File: src/rtl/sort_pkg.sv
// Shared definitions for the streaming sorter front end: controller states and pad value.
package sort_pkg;

  typedef enum logic [1:0] {
    FILL  = 2'd0,
    SORT  = 2'd1,
    DRAIN = 2'd2
  } state_e;

  localparam int unsigned PAD_MAX_BITS = 64;

  // Pads must sort to the tail: all-ones for ascending, zero for descending.
  function automatic logic [PAD_MAX_BITS-1:0] pad_value(input int unsigned value_bits,
                                                        input bit          direction);
    logic [PAD_MAX_BITS-1:0] p;
    p = '0;
    if (!direction) begin
      for (int unsigned i = 0; i < PAD_MAX_BITS; i++) begin
        if (i < value_bits) p[i] = 1'b1;
      end
    end
    return p;
  endfunction

endpackage

File: src/rtl/sort_stream_frontend.sv
// Stream-to-vector adapter around an external fixed-latency sorter: collects a batch,
// holds it on sort_in for the sorter latency, then streams the sorted result back out.
module sort_stream_frontend
  import sort_pkg::*;
#(
  parameter  int unsigned VALUE_BITS   = 8,
  parameter  int unsigned DEPTH        = 2,
  parameter  int unsigned DIRECTION    = 0,
  parameter  int unsigned SORT_LATENCY = 55,
  localparam int unsigned SIZE         = 1 << DEPTH
) (
  input  logic                       clk,
  input  logic                       rst,
  input  logic                       in_valid,
  output logic                       in_ready,
  input  logic [VALUE_BITS-1:0]      in_data,
  input  logic                       in_last,
  output logic                       out_valid,
  input  logic                       out_ready,
  output logic [VALUE_BITS-1:0]      out_data,
  output logic                       out_last,
  output logic [SIZE*VALUE_BITS-1:0] sort_in,
  input  logic [SIZE*VALUE_BITS-1:0] sort_out,
  output logic                       busy
);

  localparam int unsigned TIMER_W = $clog2(SORT_LATENCY + 1);
  localparam logic [VALUE_BITS-1:0] PAD = VALUE_BITS'(pad_value(VALUE_BITS, DIRECTION != 0));
  localparam logic [SIZE-1:0][VALUE_BITS-1:0] PAD_VEC = {SIZE{PAD}};

  state_e                           state_q, state_d;
  logic [DEPTH-1:0]                 cnt_q, cnt_d;
  logic [DEPTH:0]                   n_q, n_d;
  logic [DEPTH-1:0]                 idx_q, idx_d;
  logic [TIMER_W-1:0]               timer_q, timer_d;
  logic [SIZE-1:0][VALUE_BITS-1:0]  buf_q, buf_d;
  logic [SIZE-1:0][VALUE_BITS-1:0]  res_q, res_d;
  logic                             last_out;

  always_ff @(posedge clk) begin
    if (rst) begin
      state_q <= FILL;
      cnt_q   <= '0;
      n_q     <= '0;
      idx_q   <= '0;
      timer_q <= '0;
      buf_q   <= PAD_VEC;
      res_q   <= '0;
    end else begin
      state_q <= state_d;
      cnt_q   <= cnt_d;
      n_q     <= n_d;
      idx_q   <= idx_d;
      timer_q <= timer_d;
      buf_q   <= buf_d;
      res_q   <= res_d;
    end
  end

  assign last_out = ({1'b0, idx_q} == (n_q - (DEPTH+1)'(1)));

  always_comb begin
    state_d = state_q;
    cnt_d   = cnt_q;
    n_d     = n_q;
    idx_d   = idx_q;
    timer_d = timer_q;
    buf_d   = buf_q;
    res_d   = res_q;

    unique case (state_q)
      FILL: begin
        if (in_valid) begin
          buf_d[cnt_q] = in_data;
          if (cnt_q == DEPTH'(SIZE - 1) || in_last) begin
            n_d     = {1'b0, cnt_q} + (DEPTH+1)'(1);
            cnt_d   = '0;
            timer_d = '0;
            state_d = SORT;
          end else begin
            cnt_d = cnt_q + 1'b1;
          end
        end
      end

      SORT: begin
        timer_d = timer_q + 1'b1;
        // sort_in has been stable since the first SORT cycle, so the sorter output
        // reflects this batch once SORT_LATENCY edges have passed.
        if (timer_q == TIMER_W'(SORT_LATENCY)) begin
          res_d   = sort_out;
          idx_d   = '0;
          state_d = DRAIN;
        end
      end

      DRAIN: begin
        if (out_ready) begin
          if (last_out) begin
            buf_d   = PAD_VEC;
            cnt_d   = '0;
            idx_d   = '0;
            state_d = FILL;
          end else begin
            idx_d = idx_q + 1'b1;
          end
        end
      end

      default: state_d = FILL;
    endcase
  end

  assign sort_in   = buf_q;
  assign in_ready  = (state_q == FILL);
  assign busy      = (state_q != FILL);
  assign out_valid = (state_q == DRAIN);
  assign out_last  = (state_q == DRAIN) && last_out;
  assign out_data  = (state_q == DRAIN) ? res_q[idx_q] : '0;

endmodule

File: config.mk
export PLATFORM = sky130hd
export DESIGN_NAME = sort_stream_frontend
export DESIGN_NICKNAME = d
export VERILOG_FILES = /design/src/rtl/sort_pkg.sv /design/src/rtl/sort_stream_frontend.sv
export SDC_FILE = /design/constraint.sdc
export NUM_CORES = 1
export LEC_CHECK = 0
export CAP_MARGIN = 30
export CORE_MARGIN = 10
export CORE_UTILIZATION = 52
export CTS_CLUSTER_SIZE = 10
export DETAILED_ROUTE_END_ITERATION = 8
export PLACE_DENSITY_LB_ADDON = 0.12
export SETUP_SLACK_MARGIN = 0.15
export SLEW_MARGIN = 20
export SYNTH_ARGS = -nofsm -noshare
export SYNTH_HDL_FRONTEND = slang
export SYNTH_SLANG_ARGS = --single-unit
File: constraint.sdc
create_clock -name clk -period 2.7 [get_ports clk]
set_clock_uncertainty 0.05 [all_clocks]
set_input_delay 0.54 -clock clk [delete_from_list [all_inputs] [get_ports clk]]
set_output_delay 0.54 -clock clk [all_outputs]
set_load 0.02 [all_outputs]
Yosys cells after proc, flatten, opt, wreduce, memory -nomap -nowiden
Index checks and enable logic that the tools add are counted.

storage, ports and cells
  flip-flop bits (word level) = 79

operators by class
  add/subtract/negate cells = 5
  magnitude comparators = 3
  eq/ne operators = 10
  multiplexer cells = 26
  reduce and logical (&&, ||, !) cells = 14

operators by type and width
  cell                                                                           count
  32-bit two-way mux                                                             3
  32-bit case mux with 2 select lines                                            1
  32-bit bitwise mux                                                             1
  8-bit two-way mux                                                              3
  2-bit two-way mux                                                              10
  8-bit binary-select mux with 2-bit select                                      1
  8-bit demux with 2-bit select                                                  1
  6-bit two-way mux                                                              2
  6-bit case mux with 2 select lines                                             1
  3-bit AND reduction                                                            3
  2-bit case mux with 2 select lines                                             2
  2-bit nonzero test                                                             4
  6-bit by 1-bit adder with 6-bit output (second input constant)                 1
  6-bit == test (second input constant)                                          1
  2-bit by 3-bit less-than comparator with 1-bit output (second input constant)  2
  2-bit by 1-bit != test with 1-bit output (second input constant)               3
  2-bit case mux with 3 select lines                                             1
  5-bit AND reduction                                                            1
  2-bit by 1-bit adder with 2-bit output (second input constant)                 2
  2-bit == test (second input constant)                                          2
  2-bit != test (second input constant)                                          2
  4-bit AND reduction                                                            1
  2-bit by 1-bit adder with 3-bit output (second input constant)                 1
  2-bit by 3-bit == test with 1-bit output                                       1
  7 further kinds                                                                8

Longest topological paths before layout
  depth after elaboration = 7
  depth in mapped cells = 7

Worst setup path before layout
Ideal clock, no wire load.

  kind = reg2out
  start = register n_q[0]
  end = output port out_last
  arrival time = 1591 ps
  path slack = 519 ps
  stages on the path, launching flop included = 5
  path buffers = 0
  path through = dfxtp_1 > inv_1 > ha_1 > xnor2_2 > nor4_1

on the way
  cells in the longest elaborated chain, start to end = 3

RTL lines
  element                                      line                         text
  start, declared                              sort_stream_frontend.sv:33   logic [DEPTH:0] n_q, n_d;
  start signal, assigned                       sort_stream_frontend.sv:52   n_q <= n_d;
  3-bit by 1-bit subtractor with 3-bit output  sort_stream_frontend.sv:60   assign last_out = ({1'b0, idx_q} == (n_q - (DEPTH+1)'(1)));
  2-bit by 3-bit == test with 1-bit output     sort_stream_frontend.sv:60
  1-bit logical AND                            sort_stream_frontend.sv:118  assign out_last = (state_q == DRAIN) && last_out;
  end, declared                                sort_stream_frontend.sv:21   output logic out_last,

Every way passes these cells.

Worst setup path in the final report
  start = register idx_q[0]
  end = output port out_data[4]

on the way
  cells in the longest elaborated chain, start to end = 3

RTL lines
  element                                    line                         text
  start, declared                            sort_stream_frontend.sv:34   logic [DEPTH-1:0] idx_q, idx_d;
  start signal, assigned                     sort_stream_frontend.sv:53   idx_q <= idx_d;
  8-bit binary-select mux with 2-bit select  sort_stream_frontend.sv:119  assign out_data = (state_q == DRAIN) ? res_q[idx_q] : '0;
  8-bit two-way mux (not written as such)    sort_stream_frontend.sv:119
  8-bit two-way mux                          sort_stream_frontend.sv:119
  end, declared                              sort_stream_frontend.sv:20   output logic [VALUE_BITS-1:0] out_data,

Every way passes these cells. The select of a mux whose other input is x is not followed.

==> qor.yml <==
cp_num_cells: 4
drv_cap: 0
cts_buffer_depth: 2
avgSynthCellArea_um2: 9.042
grt.total_usage_pct: 16.33
io_pins: 89
synth_cell_type_count: 46
cp_slowest_cell: "mux4_1"
fin_area_um2: 4452
dpl.hpwl_um: 6008
synth_edf_count: 0
path_max_fanout: 6
antenna_found_initial: 0
route.detailed.drc: 0
port_buffers: 88
clock.fmax_ghz: 0.4034
synth-seq-area-share_pct: 47.15
crit_chain: "buf_4 > mux4_1 > nor2b_1 > dlygate4sd2_1"
ir_drop_mv: 0.4982
critPathTopFamily: "multiplexers"
die_height_um: 100.3
post_cts_buffers: 0
final.setup.tns_ns: 0
setup_viol: 0
layout-drive-gt1-share_pct: 8.515
root_buffer: "clkbuf_8"
place_inst: 519
utilization_pct: 70.51
wl_met2_um: 3856
timing.critical_path.buf_inv: 2
h-tree-depth: 3
wl_met3_um: 583
hold_depth: 2
synth_ff_type: "dfxtp_1"
die_area_um2: 10060
grt_max_degree: 37
period_minus_slack_ns: 2.479
power_leakage_nw: 1.660
grt_pass1_wl_um: 13490
fill_cells: 540
final_cell_mix: "79 x dfxtp_1, 79 x clkdlybuf4s50_1, 67 x a21oi_1, 67 x nand2_1, 34 x nor3_1"
slowest_delay_ns: 0.54
relSlewSlack_pct: 65.73
drt-pass1-iter-count: 4
viasPerCell: 5.378
end_kind: "output port"
grt_pass1_vias: 2789
wl_met1_um: 3693
postCtsHoldBufs: 0
top_layer: "met4"
syn_nets: 422
wl_um: 8297
cts_resized: 9
fin_crit_sh_pct: 91.82
cts.reportedPaths.clkPinSlew_ns: 0.08
drt_iter0_drc: 101
required_ns: 2.11
ys_seq_elements: 79
hold_viol: 0
wire_per_inst_um: 15.51
coreArea_um2: 6314
place.gp.congestion: 0.8161
cts_tree: "done"
grt_overflow_total: 0
r2r_cells: 7
power_w: 0.002382
final_antenna_net_count: 0
tightest_slew_ns: 0.5107
powerDensity_nw_per_um2: 535.0
cts_buffers: 9
crit_type: "flip-flop to output port"
die_w_um: 100.3
clock_latency_ns: 0.34
placed_cell_area_um2: 4250
critPathArrivalTime_ns: 1.89
areaGrowthSynthToFinish_pct: 32.71
diodes: 0
start_util_pct: 53.13
start_kind: "flip-flop"
stdcell_count: 535
rsz0062_at_grt: "false"
rows: 29
synthArstFlopShare_pct: 0
vias: 2877
slew_violations: 0
nNetsFinal: 504
worstHoldPathType: "flip-flop to flip-flop"
cts.sinks: 79
netlist_instances: 371
outcome: "finished, final reports clean"
syn-cell-area_um2: 3354
yosys_warnings: 0
## power by group
group / switching [W] / internal, W / leakage [nW]
Sequential: 0.0000152 / 0.00118 / 0.640
Combinational: 0.000107 / 0.000116 / 0.906
Clock: 0.000437 / 0.000524 / 0.114
## worst min-delay path, stage by stage (launching register included)
cell     delay [ns]
dfxtp_1        0.31
nand2_1        0.05
a21oi_1        0.05
## area by class of cell
| cell class | count | area (um^2) | area share (%) |
|---|---|---|---|
| sequential | 79 | 1582 | 35.53 |
| multi-input combinational | 255 | 1550 | 34.82 |
| timing repair buffer | 99 | 969.7 | 21.78 |
| inverter | 9 | 33.78 | 0.7589 |
| clock buffer | 9 | 123.9 | 2.782 |
| tap | 77 | 96.34 | 2.164 |
| clock inverter | 7 | 96.34 | 2.164 |
## metal layers
metal	GRT usage [%]	up-vias
met2	25.57	88
met4	7.391	0
met1	20.09	1330
li1	-	1444
met3	5.082	15
met5	0	-
## cells by family (layout without fill, tap and decap cells)
logic type / count (synthesis) / in the layout / share of synthesized area (%)
AOI/OAI and AO/OA: 82 / 82 / 14.02
xor gates and xnor gates: 4 / 4 / 1.268
adders and majority gates: 6 / 6 / 2.238
buffers and inverters: 37 / 124 / 6.826
DFF: 79 / 79 / 47.15
muxes: 12 / 12 / 7.534
and+or+nand+nor: 151 / 151 / 20.96
## path summary, 6_finish.rpt
path	start	endpoint	slack, ns
setup reg to reg	n_q[0]	sort_in[12]	0.71
hold / removal	res_q[10]	res_q[10]	0.40
hold reg to reg	res_q[10]	res_q[10]	0.40
setup / recovery	idx_q[0]	out_data[4]	0.22
## sequential cells by signal, summed over array words and instances, names as in the netlist
signal and cells:
cnt_q 2, idx_q 2, n_q 3, res_q 32, sort_in 32, state_q 2
timer_q 6
## cell usage after synthesis, types with 2 or more instances
| master | number | share of area (%) |
|---|---|---|
| inv_1 | 9 | 1.0 |
| nand2b_1 | 3 | 0.56 |
| dfxtp_1 | 79 | 47 |
| buf_2 | 5 | 0.75 |
| mux2i_1 | 2 | 0.60 |
| nand3b_1 | 2 | 0.45 |
| clkbuf_8 | 2 | 0.82 |
| buf_6 | 7 | 2.4 |
| clkbuf_1 | 9 | 1.0 |
| mux2_2 | 2 | 0.67 |
| or3_1 | 3 | 0.56 |
| nor2b_1 | 8 | 1.5 |
| and2_2 | 2 | 0.45 |
| nor4_1 | 2 | 0.37 |
| o21bai_1 | 2 | 0.45 |
| xnor2_1 | 2 | 0.52 |
| nand3_1 | 5 | 0.75 |
| and2_1 | 3 | 0.56 |
| nor2_1 | 16 | 1.8 |
| a31oi_1 | 2 | 0.37 |
| ha_1 | 6 | 2.2 |
| clkbuf_2 | 3 | 0.45 |
| nor3_1 | 34 | 5.1 |
| a21oi_1 | 67 | 10 |
| mux4_1 | 8 | 6.3 |
| nand2_1 | 67 | 7.5 |
| buf_4 | 2 | 0.45 |
## stage by stage
| stage | worst slack [ns] | hold WS, ns |
|---|---|---|
| after CTS | 0.1601 | 0.4051 |
| final | 0.2209 | 0.4017 |
| after global routing | 0.1529 | 0.4267 |
| after detailed placement | 0.2359 | 0.3945 |
| after floorplan | 0.5186 | 0.3815 |
| after global placement | 0.3097 | 0.3871 |
(Power assumes the default switching activity.)
